### src/rtl/mib_pkg.sv
// Shared MIB definitions: bus widths, command address fields and the responder FSM states.
// Used by both ends of the MIB link.
package mib_pkg;

  localparam int MIB_AD_BITS   = 16;
  localparam int CMD_ADDR_BITS = 24;
  localparam int CMD_DATA_BITS = 32;

  // Module-select nibble inside the command byte address.
  localparam int MSN_HI = 23;
  localparam int MSN_LO = 20;

  typedef enum logic [3:0] {
    ST_IDLE,
    ST_ADDR2,
    ST_WDATA1,
    ST_WDATA2,
    ST_CMD_ISSUE,
    ST_CMD_WAIT,
    ST_WR_ACK,
    ST_RD_HI,
    ST_RD_LO
  } mib_state_e;

  function automatic logic [3:0] addr_msn(input logic [CMD_ADDR_BITS-1:0] addr);
    return addr[MSN_HI:MSN_LO];
  endfunction

endpackage

### src/rtl/mib_slave.sv
// MIB responder: decodes address/write-data phases, runs one command-bus transaction
// and returns a write ack or two read-data phases. Every output is a register.
module mib_slave
  import mib_pkg::*;
#(
  parameter logic [3:0]  P_SLAVE_MSN            = 4'h0,
  parameter int          P_CMD_ACK_TIMEOUT_CLKS = 16,
  parameter logic [31:0] P_TIMEOUT_RDATA        = 32'hDEAD_BEEF
) (
  input  logic                     i_sysclk,
  input  logic                     i_arst_n,
  input  logic                     i_mib_start,
  input  logic                     i_mib_rd_wr_n,
  input  logic [MIB_AD_BITS-1:0]   i_mib_ad,
  output logic [MIB_AD_BITS-1:0]   o_mib_ad,
  output logic                     o_mib_ad_oe,
  output logic                     o_mib_slave_ack,
  output logic                     o_cmd_sel,
  output logic                     o_cmd_rd_wr_n,
  output logic [CMD_ADDR_BITS-1:0] o_cmd_byte_addr,
  output logic [CMD_DATA_BITS-1:0] o_cmd_wdata,
  input  logic                     i_cmd_ack,
  input  logic [CMD_DATA_BITS-1:0] i_cmd_rdata,
  output logic                     o_cmd_timeout
);

  localparam int                CNT_W    = $clog2(P_CMD_ACK_TIMEOUT_CLKS + 1);
  localparam logic [CNT_W-1:0]  CNT_LAST = CNT_W'(P_CMD_ACK_TIMEOUT_CLKS - 1);

  mib_state_e               state_q;
  logic [CNT_W-1:0]         cnt_q;
  logic                     rd_wr_n_q;
  logic [CMD_ADDR_BITS-1:0] addr_q;
  logic [CMD_DATA_BITS-1:0] wdata_q;
  logic [MIB_AD_BITS-1:0]   rdata_lo_q;
  logic [MIB_AD_BITS-1:0]   mib_ad_q;
  logic                     mib_oe_q;
  logic                     mib_ack_q;
  logic                     cmd_sel_q;
  logic                     cmd_timeout_q;

  logic                     cmd_done;
  logic [CMD_DATA_BITS-1:0] resp_data;

  // An ack in the final counted clock beats the timeout.
  assign cmd_done  = i_cmd_ack || (cnt_q == CNT_LAST);
  assign resp_data = i_cmd_ack ? i_cmd_rdata : P_TIMEOUT_RDATA;

  always_ff @(posedge i_sysclk or negedge i_arst_n) begin
    if (!i_arst_n) begin
      // NOTE: the datapath registers drive ports directly, so they are reset along with the FSM.
      state_q       <= ST_IDLE;
      cnt_q         <= '0;
      rd_wr_n_q     <= 1'b0;
      addr_q        <= '0;
      wdata_q       <= '0;
      rdata_lo_q    <= '0;
      mib_ad_q      <= '0;
      mib_oe_q      <= 1'b0;
      mib_ack_q     <= 1'b0;
      cmd_sel_q     <= 1'b0;
      cmd_timeout_q <= 1'b0;
    end else begin
      mib_ad_q      <= '0;
      mib_oe_q      <= 1'b0;
      mib_ack_q     <= 1'b0;
      cmd_sel_q     <= 1'b0;
      cmd_timeout_q <= 1'b0;

      unique case (state_q)
        ST_IDLE: begin
          if (i_mib_start) begin
            rd_wr_n_q     <= i_mib_rd_wr_n;
            addr_q[23:16] <= i_mib_ad[7:0];
            state_q       <= ST_ADDR2;
          end
        end
        ST_ADDR2: begin
          addr_q[15:0] <= i_mib_ad;
          if (addr_msn(addr_q) != P_SLAVE_MSN) begin
            state_q <= ST_IDLE;
          end else if (!rd_wr_n_q) begin
            state_q <= ST_WDATA1;
          end else begin
            cmd_sel_q <= 1'b1;
            state_q   <= ST_CMD_ISSUE;
          end
        end
        ST_WDATA1: begin
          wdata_q[31:16] <= i_mib_ad;
          state_q        <= ST_WDATA2;
        end
        ST_WDATA2: begin
          wdata_q[15:0] <= i_mib_ad;
          cmd_sel_q     <= 1'b1;
          state_q       <= ST_CMD_ISSUE;
        end
        ST_CMD_ISSUE: begin
          cnt_q   <= '0;
          state_q <= ST_CMD_WAIT;
        end
        ST_CMD_WAIT: begin
          if (cmd_done) begin
            cmd_timeout_q <= !i_cmd_ack;
            rdata_lo_q    <= resp_data[15:0];
            if (rd_wr_n_q) begin
              mib_ad_q  <= resp_data[31:16];
              mib_oe_q  <= 1'b1;
              mib_ack_q <= 1'b1;
              state_q   <= ST_RD_HI;
            end else begin
              mib_ack_q <= 1'b1;
              state_q   <= ST_WR_ACK;
            end
          end else begin
            cnt_q <= cnt_q + CNT_W'(1);
          end
        end
        ST_WR_ACK: state_q <= ST_IDLE;
        ST_RD_HI: begin
          mib_ad_q  <= rdata_lo_q;
          mib_oe_q  <= 1'b1;
          mib_ack_q <= 1'b1;
          state_q   <= ST_RD_LO;
        end
        ST_RD_LO: state_q <= ST_IDLE;
        default:  state_q <= ST_IDLE;
      endcase
    end
  end

  assign o_mib_ad        = mib_ad_q;
  assign o_mib_ad_oe     = mib_oe_q;
  assign o_mib_slave_ack = mib_ack_q;
  assign o_cmd_sel       = cmd_sel_q;
  assign o_cmd_rd_wr_n   = rd_wr_n_q;
  assign o_cmd_byte_addr = addr_q;
  assign o_cmd_wdata     = wdata_q;
  assign o_cmd_timeout   = cmd_timeout_q;

endmodule
### config.mk
export PLATFORM = sky130hd
export DESIGN_NAME = mib_slave
export DESIGN_NICKNAME = d
export VERILOG_FILES = /design/src/rtl/mib_pkg.sv /design/src/rtl/mib_slave.sv
export SDC_FILE = /design/constraint.sdc
export NUM_CORES = 1
export LEC_CHECK = 0
export CELL_PAD_IN_SITES_DETAIL_PLACEMENT = 2
export CELL_PAD_IN_SITES_GLOBAL_PLACEMENT = 2
export CORE_UTILIZATION = 33
export DETAILED_ROUTE_END_ITERATION = 10
export PLACE_DENSITY_LB_ADDON = 0.1
export SLEW_MARGIN = 20
export SYNTH_ARGS = -nofsm -noshare
export SYNTH_HDL_FRONTEND = slang
export SYNTH_SLANG_ARGS = --single-unit
### constraint.sdc
create_clock -name i_sysclk -period 5.55 [get_ports i_sysclk]
set_clock_uncertainty 0.2 [all_clocks]
set_input_delay 1.665 -clock i_sysclk [delete_from_list [all_inputs] [get_ports i_sysclk]]
set_output_delay 1.665 -clock i_sysclk [all_outputs]
set_load 0.05 [all_outputs]
After elaboration in Yosys (flattened, before gate mapping)
Index checks and enable logic that the tools add are counted.

$add $sub $neg: 1. Equality and inequality tests: 10. Mux-type cells: 21. Reduce and logical (&&, ||, !) cells: 9.

Operator list (count): $mux W16 (2); $mux W32 (1); $pmux W16 S2 (1); $pmux W4 S7 (1); $eq A4 B3 Y1 const B (3); $mux W4 (3); $pmux W5 S2 (1); $eq A4 B2 Y1 const B (2); $reduce_and A2 Y1 (4); $mux W1 (7); $ne A2 B2 Y1 const B (3); $pmux W1 S2 (3); $add A5 B1 Y5 const B (1); $eq A5 B4 Y1 const B (1); $mux W5 (1); $eq A4 B1 Y1 const B (1); $logic_not A4 Y1 (1); $reduce_bool A4 Y1 (1); $mux W3 (1); $reduce_bool A2 Y1 (1); $logic_not A1 Y1 (1); $logic_or A1 B1 Y1 (1).

Flip-flop bits (word level): 102. Bits of input ports: 53. Output and inout port bits: 77. Word-level logic and storage cells: 54.

Depth between registers and ports, before layout
Gate-level depths: netlist of the first run.

Depth in word-level cells: 4. Gate-level depth with buffers: 7. Mapped depth without buffers: 6.

Least setup slack after synthesis of the first run
OpenSTA, ideal clock, no wires.

Path type: in2reg. Start point: input i_cmd_ack. End point: register rdata_lo_q[10]. Library setup time: 0.121 ns. Data arrival time: 2.401 ns. Required time: 5.229 ns. Slack: 2.828 ns. Stages on the path: 4. Buffers on the path: 1. Path through: nor2_1 -> nor2_1 -> buf_2 -> o22a_1.

Cells in the longest elaborated chain, start to end: 2. Elaborated cells on any way between the ends: 3. Classes of those cells: mux (1); reduce/logical (2).

Ends and longest elaborated chain: from (decl) (line mib_slave.sv:22) `input logic i_cmd_ack,`; $logic_or A1 B1 Y1 (line mib_slave.sv:46) `assign cmd_done = i_cmd_ack || (cnt_q == CNT_LAST);`; $reduce_and A2 Y1 (no source line); to (signal assigned) (line mib_slave.sv:105) `rdata_lo_q <= resp_data[15:0];`; to (decl) (line mib_slave.sv:35) `logic [MIB_AD_BITS-1:0] rdata_lo_q;`.

Parallel ways exist; a longest one is shown, timed or not. A chain may end at the register's enable or synchronous reset.

Final worst setup path of the first run
Start point: register rd_wr_n_q (netlist: o_cmd_rd_wr_n). End point: output o_cmd_rd_wr_n.

RTL lines: from (decl) (line mib_slave.sv:32) `logic rd_wr_n_q;`; from (signal assigned) (line mib_slave.sv:73) `rd_wr_n_q <= i_mib_rd_wr_n;`; to (decl) (line mib_slave.sv:19) `output logic o_cmd_rd_wr_n,`.

No word-level cell between the ends.

==> results of run 1 <==
-- cell usage in the layout, fill, tap and decap left out, types with 2 or more instances in the layout --
cell type,count
a21oi_1,2
a22o_1,5
a32o_1,5
and2_1,2
and3_1,2
buf_4,3
clkbuf_16,9
clkbuf_8,2
clkdlybuf4s50_1,128
dfrtp_1,102
ha_1,2
inv_1,2
mux2_1,11
mux2_2,36
mux2_4,10
mux2i_1,4
nand2_1,22
nand2b_1,2
nand3_1,3
nand3b_1,3
nor2_1,4
nor2b_1,13
nor3_1,3
o21ai_0,2
o22a_1,13
o22ai_1,11
-- cell type report --
class,count,area (um^2)
sequential,102,2552
inverter,2,7.507
timing repair buffer,131,1304
fill,1210,6256
clock buffer,11,252.7
multi-input combinational,170,1465
clock inverter,5,63.81
tap,168,210.2
-- kinds of logic after synthesis --
| group | after synthesis |
|---|---|
| mux | 61 |
| fa+ha+maj | 2 |
| flops | 102 |
| simple gates | 62 |
| buf+inv | 21 |
| compound gates | 45 |
-- per-stage QoR --
step	setup WS [ns]	power, mW	std cells	hold WS [ns]	util, %
floorplan	2.828	2.480	293	0.2506	-
global placement	1.565	3.059	573	0.2695	45.73
detailed placement	1.436	3.106	573	0.2819	45.73
CTS	1.797	3.797	589	0.2986	48.35
global route	1.618	3.917	589	0.3159	48.35
finish	1.829	3.742	589	0.3000	48.35
-- power groups by stage --
stage	clock network, mW	registers, mW	logic [mW]
3_3_place_gp	0	1.25	1.81
4_1_cts	0.692	1.25	1.85
5_1_grt	0.711	1.29	1.92
6_report	0.667	1.25	1.83
3_5_place_dp	0	1.26	1.84
2_1_floorplan	0	1.91	0.570
-- registers in the layout, summed over array words and instances, names as in the netlist --
register,flops
state_q,4
o_cmd_byte_addr,24
o_mib_ad,16
o_mib_ad_oe,1
o_cmd_timeout,1
rdata_lo_q,16
o_cmd_sel,1
o_cmd_wdata,32
cnt_q,5
o_cmd_rd_wr_n,1
o_mib_slave_ack,1
-- worst min path at each step --
stage	startpoint	endpoint	slack, ns
finish	o_cmd_wdata[13]$_DFFE_PN0P_	o_cmd_wdata[13]$_DFFE_PN0P_	0.30
CTS	o_cmd_wdata[13]$_DFFE_PN0P_	o_cmd_wdata[13]$_DFFE_PN0P_	0.30
global route	o_cmd_wdata[9]$_DFFE_PN0P_	o_cmd_wdata[9]$_DFFE_PN0P_	0.32
floorplan	cnt_q[2]$_DFFE_PN0P_	cnt_q[2]$_DFFE_PN0P_	0.25
detailed placement	o_cmd_wdata[7]$_DFFE_PN0P_	o_cmd_wdata[7]$_DFFE_PN0P_	0.28
global placement	o_cmd_wdata[21]$_DFFE_PN0P_	o_cmd_wdata[21]$_DFFE_PN0P_	0.27
-- per-layer routing --
layer,vias up,global-route usage [%]
met4,0,5.281
met1,1462,23.43
met5,-,0
met2,69,28.85
met3,10,6.748
li1,1304,-
==> impl_metrics.ini, run 1 <==
[worst_setup_path]
crit_path_end = o_cmd_rd_wr_n
worstReg2RegStart = state_q[1]$_DFFE_PN0P_
cp_slowest_stage_delay_ns = 0.90
cp_top_family = buffers and inverters
setup.worst_path.start = o_cmd_rd_wr_n$_DFFE_PN0P_
crit_required_ns = 3.69
cp.depth = 1
worstPathCellList = clkdlybuf4s50_1
critPathKind = reg -> out
cp_num_buf_inv = 1
end_kind = output port
reg2reg_to = o_cmd_wdata[4]$_DFFE_PN0P_
cp.arrival_ns = 1.86
worst_path_max_delay_cell = clkdlybuf4s50_1
r2r_slack_ns = 2.85
crit_fanout = 12
worst_setup_path_start_kind = flip-flop
ff2ff_path_depth = 3

[floorplan]
pin_count = 130
initial_core_util_pct = 34.20
core_region_area_um2 = 12110
die_area_um2 = 13010
rows = 40
dieWidth_um = 114.0
fp.dieH_um = 114.0

[route]
routedWlPerCell_um = 18.70
wl_met1_mm = 4.807
vias = 2845
avgViaCountPerCell = 4.830
top_layer_used = met4
drtIter0Drc = 82
met2_wirelength_mm = 5.397
drt-total-wl_mm = 11.02
ant_nets = 0
met3_length_um = 676
drt_drc_violations_left = 0
drt_first_pass_iters = 4

[power_and_ir_drop]
p_switching_mw = 1.598
clockPowerShare_pct = 17.8
combPwrFrac_pct = 48.8
intPower_mw = 2.144
switching_share_pct = 42.71
ir_worst_vdd_mv = 0.2848
p_seq_share_pct = 33.4
p_per_area_nw_per_um2 = 639.1
total_leakage_power_nw = 2.525

[yosys]
async_flop_share_pct = 100.0
synth_top_family_by_area = multiplexers
synth-simple-area-share_pct = 8.819
yosys.area_share.xor_xnor_pct = 0
synth.area.top_cells = dfrtp_1, mux2_2, mux2_4
synth_compound_area_share_pct = 8.577
synth.net_count = 348
synthMostInstantiatedCell = dfrtp_1
yosys.area.top_type = dfrtp_1
ys.flop_type = dfrtp_1
ys_warn_count = 0
yosysUniqueCellTypes = 41
netlist_area_um2 = 4143
synthAdderAreaFrac_pct = 0.6040
synth_commonest_cells = dfrtp_1, mux2_2, nand2_1
synth_edf_count = 0
synth_area_per_cell_um2 = 14.14
syn_inst = 293
synth_seq_cells = 102
synth_top_area_share_pct = 61.61
ys_seq_area_share_pct = 61.61
synth.mux.area_fraction_pct = 17.37

[layout]
diodes = 0
final_area_um2 = 5856
drive_above_1_share_pct = 16.39
layout.nets = 471
area_growth_pct = 41.35

[clock_tree]
clk_pin_slew_ns = 0.07
postCtsResizedCells = 0
clock-sinks = 102
clockBufferDepth = 2
cts_inserted_buffers = 9
h-tree-depth = 3
cts_tree = done
clk_latency_ns = 0.35
cts_root_buffer = clkbuf_16
cts_setup_buffers = 0
hold_buffers = 0

[timing]
setup_violations = 0
min_period_ns = 3.721
fmax_mhz = 268.8
worst_slew_pin_slew_ns = 0.9721
rsz0062_at_grt = no
hold_violations = 0
max_slew_margin_pct = 34.95
slew_violations = 0
finalCritPeriodShare_pct = 67.04
tns_ns = 0

[grt]
grt_pass1_vias = 3120
grt_max_degree = 74
grtUsageTotal_pct = 18.25
grt-ovfl-total = 0
grt_pass1_wl_mm = 17.61
antenna_found_initial = 0

[min_path]
hp-class = reg -> reg
min_path_cells = 1

[placement]
place.gp.congestion = 0.7302
post-dp-hpwl_mm = 7.658
dpl_cell_area_um2 = 5539
numPortBuffers = 129

[flow_run]
max_cap_violations = 0

[outcome]
outcome = finished, final reports clean
Power figures use the tool's default switching activity.
==> run 2, diff against run 1 <==
--- a/config.mk
+++ b/config.mk
@@ -7,7 +7,7 @@
 export LEC_CHECK = 0
 export CELL_PAD_IN_SITES_DETAIL_PLACEMENT = 2
 export CELL_PAD_IN_SITES_GLOBAL_PLACEMENT = 2
-export CORE_UTILIZATION = 33
+export CORE_UTILIZATION = 28
 export DETAILED_ROUTE_END_ITERATION = 10
 export PLACE_DENSITY_LB_ADDON = 0.1
 export SLEW_MARGIN = 20
==> constraint.sdc (replaced) <==
create_clock -name i_sysclk -period 3.21 [get_ports i_sysclk]
set_clock_uncertainty 0.2 [all_clocks]
set_input_delay 0.963 -clock i_sysclk [delete_from_list [all_inputs] [get_ports i_sysclk]]
set_output_delay 0.963 -clock i_sysclk [all_outputs]
set_load 0.05 [all_outputs]
==> run 2 against run 1 <==
Against the previous run:
- register-to-register slack got worse by 2.1 ns
- sequential share of layout area fell by 0.43 points
- worst setup slack worse by 1.4 ns
- flip-flop and latch count is the same
- non-clock buffer count rose by 6
- first-iteration DRC count is 12% lower
- utilization shrank 7.5 points
- via count up 1.7%
- global-route usage decreased by 2.1 points
- power grew 73%
- wire length up 4.0%
- critical path type unchanged
- critical endpoint is now o_cmd_byte_addr[20]
- largest power group unchanged
==> impl_metrics.ini, run 2 (synthesis gave the netlist of run 1 again) <==
[layout]
fill_cells = 1458
drive_above_1_share_pct = 17.14
final_area_um2 = 5914
stdcell_count = 610
layout.nets = 477
multi_input_area_um2 = 1465
utilization_pct = 40.85
ff_latch_area_um2 = 2552
mostFrequentLayoutCell = clkdlybuf4s50_1
layout_common_cells = clkdlybuf4s50_1, dfrtp_1, mux2_2, nand2_1
diodes = 0
area_growth_pct = 42.77
largest_reg_flops = 32

[placement]
post-dp-hpwl_mm = 7.940
place.gp.congestion = 0.6665
post-place-ws_ns = 0.3747
numPortBuffers = 129
place_inst = 595
dpl_cell_area_um2 = 5617

[clock_tree]
h-tree-depth = 3
clockBufferDepth = 2
cts_inserted_buffers = 9
hold_buffers = 0
clock-sinks = 102
clk_pin_slew_ns = 0.07
clk_latency_ns = 0.35
cts_root_buffer = clkbuf_16
postCtsResizedCells = 0
cts_setup_buffers = 0
cts_tree = done

[route]
drt-total-wl_mm = 11.45
routedWlPerCell_um = 18.78
drt_first_pass_iters = 4
drt_drc_violations_left = 0
drtIter0Drc = 72
vias = 2892
ant_nets = 0
avgViaCountPerCell = 4.741

[worst_setup_path]
cp.arrival_ns = 1.59
cp_slowest_stage_delay_ns = 0.86
r2r_slack_ns = 0.80
worst_path_max_delay_cell = clkdlybuf4s50_1
cp_top_family = buffers and inverters
cp_num_buf_inv = 1
worstPathCellList = clkdlybuf4s50_1
worst_setup_path_start_kind = flip-flop
critPathKind = reg -> out
crit_required_ns = 2.05
end_kind = output port
worstReg2RegStart = state_q[1]$_DFFE_PN0P_
crit_fanout = 3
reg2reg_to = rdata_lo_q[5]$_DFFE_PN0P_
ff2ff_path_depth = 3

[timing]
fmax_mhz = 363.2
worst_slew_pin_slew_ns = 0.9322
hold_violations = 0
fin_ws_ns = 0.4566
rsz0062_at_grt = no
slew_violations = 0
finalCritPeriodShare_pct = 85.78
max_slew_margin_pct = 37.62
setup_violations = 0
tns_ns = 0
min_period_ns = 2.753

[min_path]
hold_start = o_cmd_wdata[13]$_DFFE_PN0P_
hp-class = reg -> reg
min_to = o_cmd_wdata[13]$_DFFE_PN0P_
min_path_cells = 1

[power_and_ir_drop]
p_per_area_nw_per_um2 = 1092
total_leakage_power_nw = 2.544
ir_worst_vdd_mv = 0.4839

[grt]
grtUsageTotal_pct = 16.13
antenna_found_initial = 0
grt_max_degree = 53
grt_pass1_wl_mm = 18.02
grt_pass1_vias = 3210
grt-ovfl-total = 0

[floorplan]
rows = 44
pin_count = 130
fp.dieH_um = 123.6
dieWidth_um = 123.6
core_region_area_um2 = 14480
initial_core_util_pct = 28.61
die_area_um2 = 15290

[outcome]
outcome = finished, final reports clean

[flow_run]
max_cap_violations = 0
run 2: changes by cell type in the layout (fill, tap and decap cells not counted), sizes merged:
cell      previous run  this run
clkinv               2         0
clkinvlp             0         1
buf                  3         9
run 2: metrics by stage:
stage / hold slack (ns) / power, mW
floorplan: 0.2506 / 4.288
global placement: 0.2683 / 5.344
detailed placement: 0.2738 / 5.400
CTS: 0.3015 / 6.568
global route: 0.3190 / 6.817
finish: 0.2922 / 6.460
run 2: worst max path at each step:
stage / from / end / slack [ns] / depth (start not counted)
2_1_floorplan: i_cmd_ack / rdata_lo_q[10]$_DFFE_PN0P_ / 1.19 / 4
3_3_place_gp: i_cmd_ack / rdata_lo_q[10]$_DFFE_PN0P_ / 0.44 / 4
3_5_place_dp: i_cmd_ack / rdata_lo_q[5]$_DFFE_PN0P_ / 0.37 / 4
4_1_cts: o_cmd_byte_addr[21]$_DFFE_PN0P_ / o_cmd_byte_addr[21] / 0.44 / 1
5_1_grt: o_cmd_byte_addr[20]$_DFFE_PN0P_ / o_cmd_byte_addr[20] / 0.40 / 1
6_report: o_cmd_byte_addr[20]$_DFFE_PN0P_ / o_cmd_byte_addr[20] / 0.46 / 1
run 2: metal layers:
layer	up-vias	GRT usage, %	wire length [um]
met5	-	0	0
met4	0	6.777	183
met3	12	6.456	1062
met2	88	25.14	5383
met1	1483	19.73	4824
li1	1309	-	-
run 2: where the power goes:
part	internal (mW)	switching, mW
Sequential	1.78	0.345
Clock	0.628	0.494
Combinational	1.28	1.92
run 2: final cells by class:
| type | count | area share (%) |
|---|---|---|
| inverter | 2 | 0.1269 |
| timing repair buffer | 137 | 23.02 |
| clock inverter | 4 | 0.9308 |
| multi-input combinational | 170 | 24.77 |
| sequential | 102 | 43.16 |
| clock buffer | 11 | 4.104 |
| tap | 184 | 3.893 |
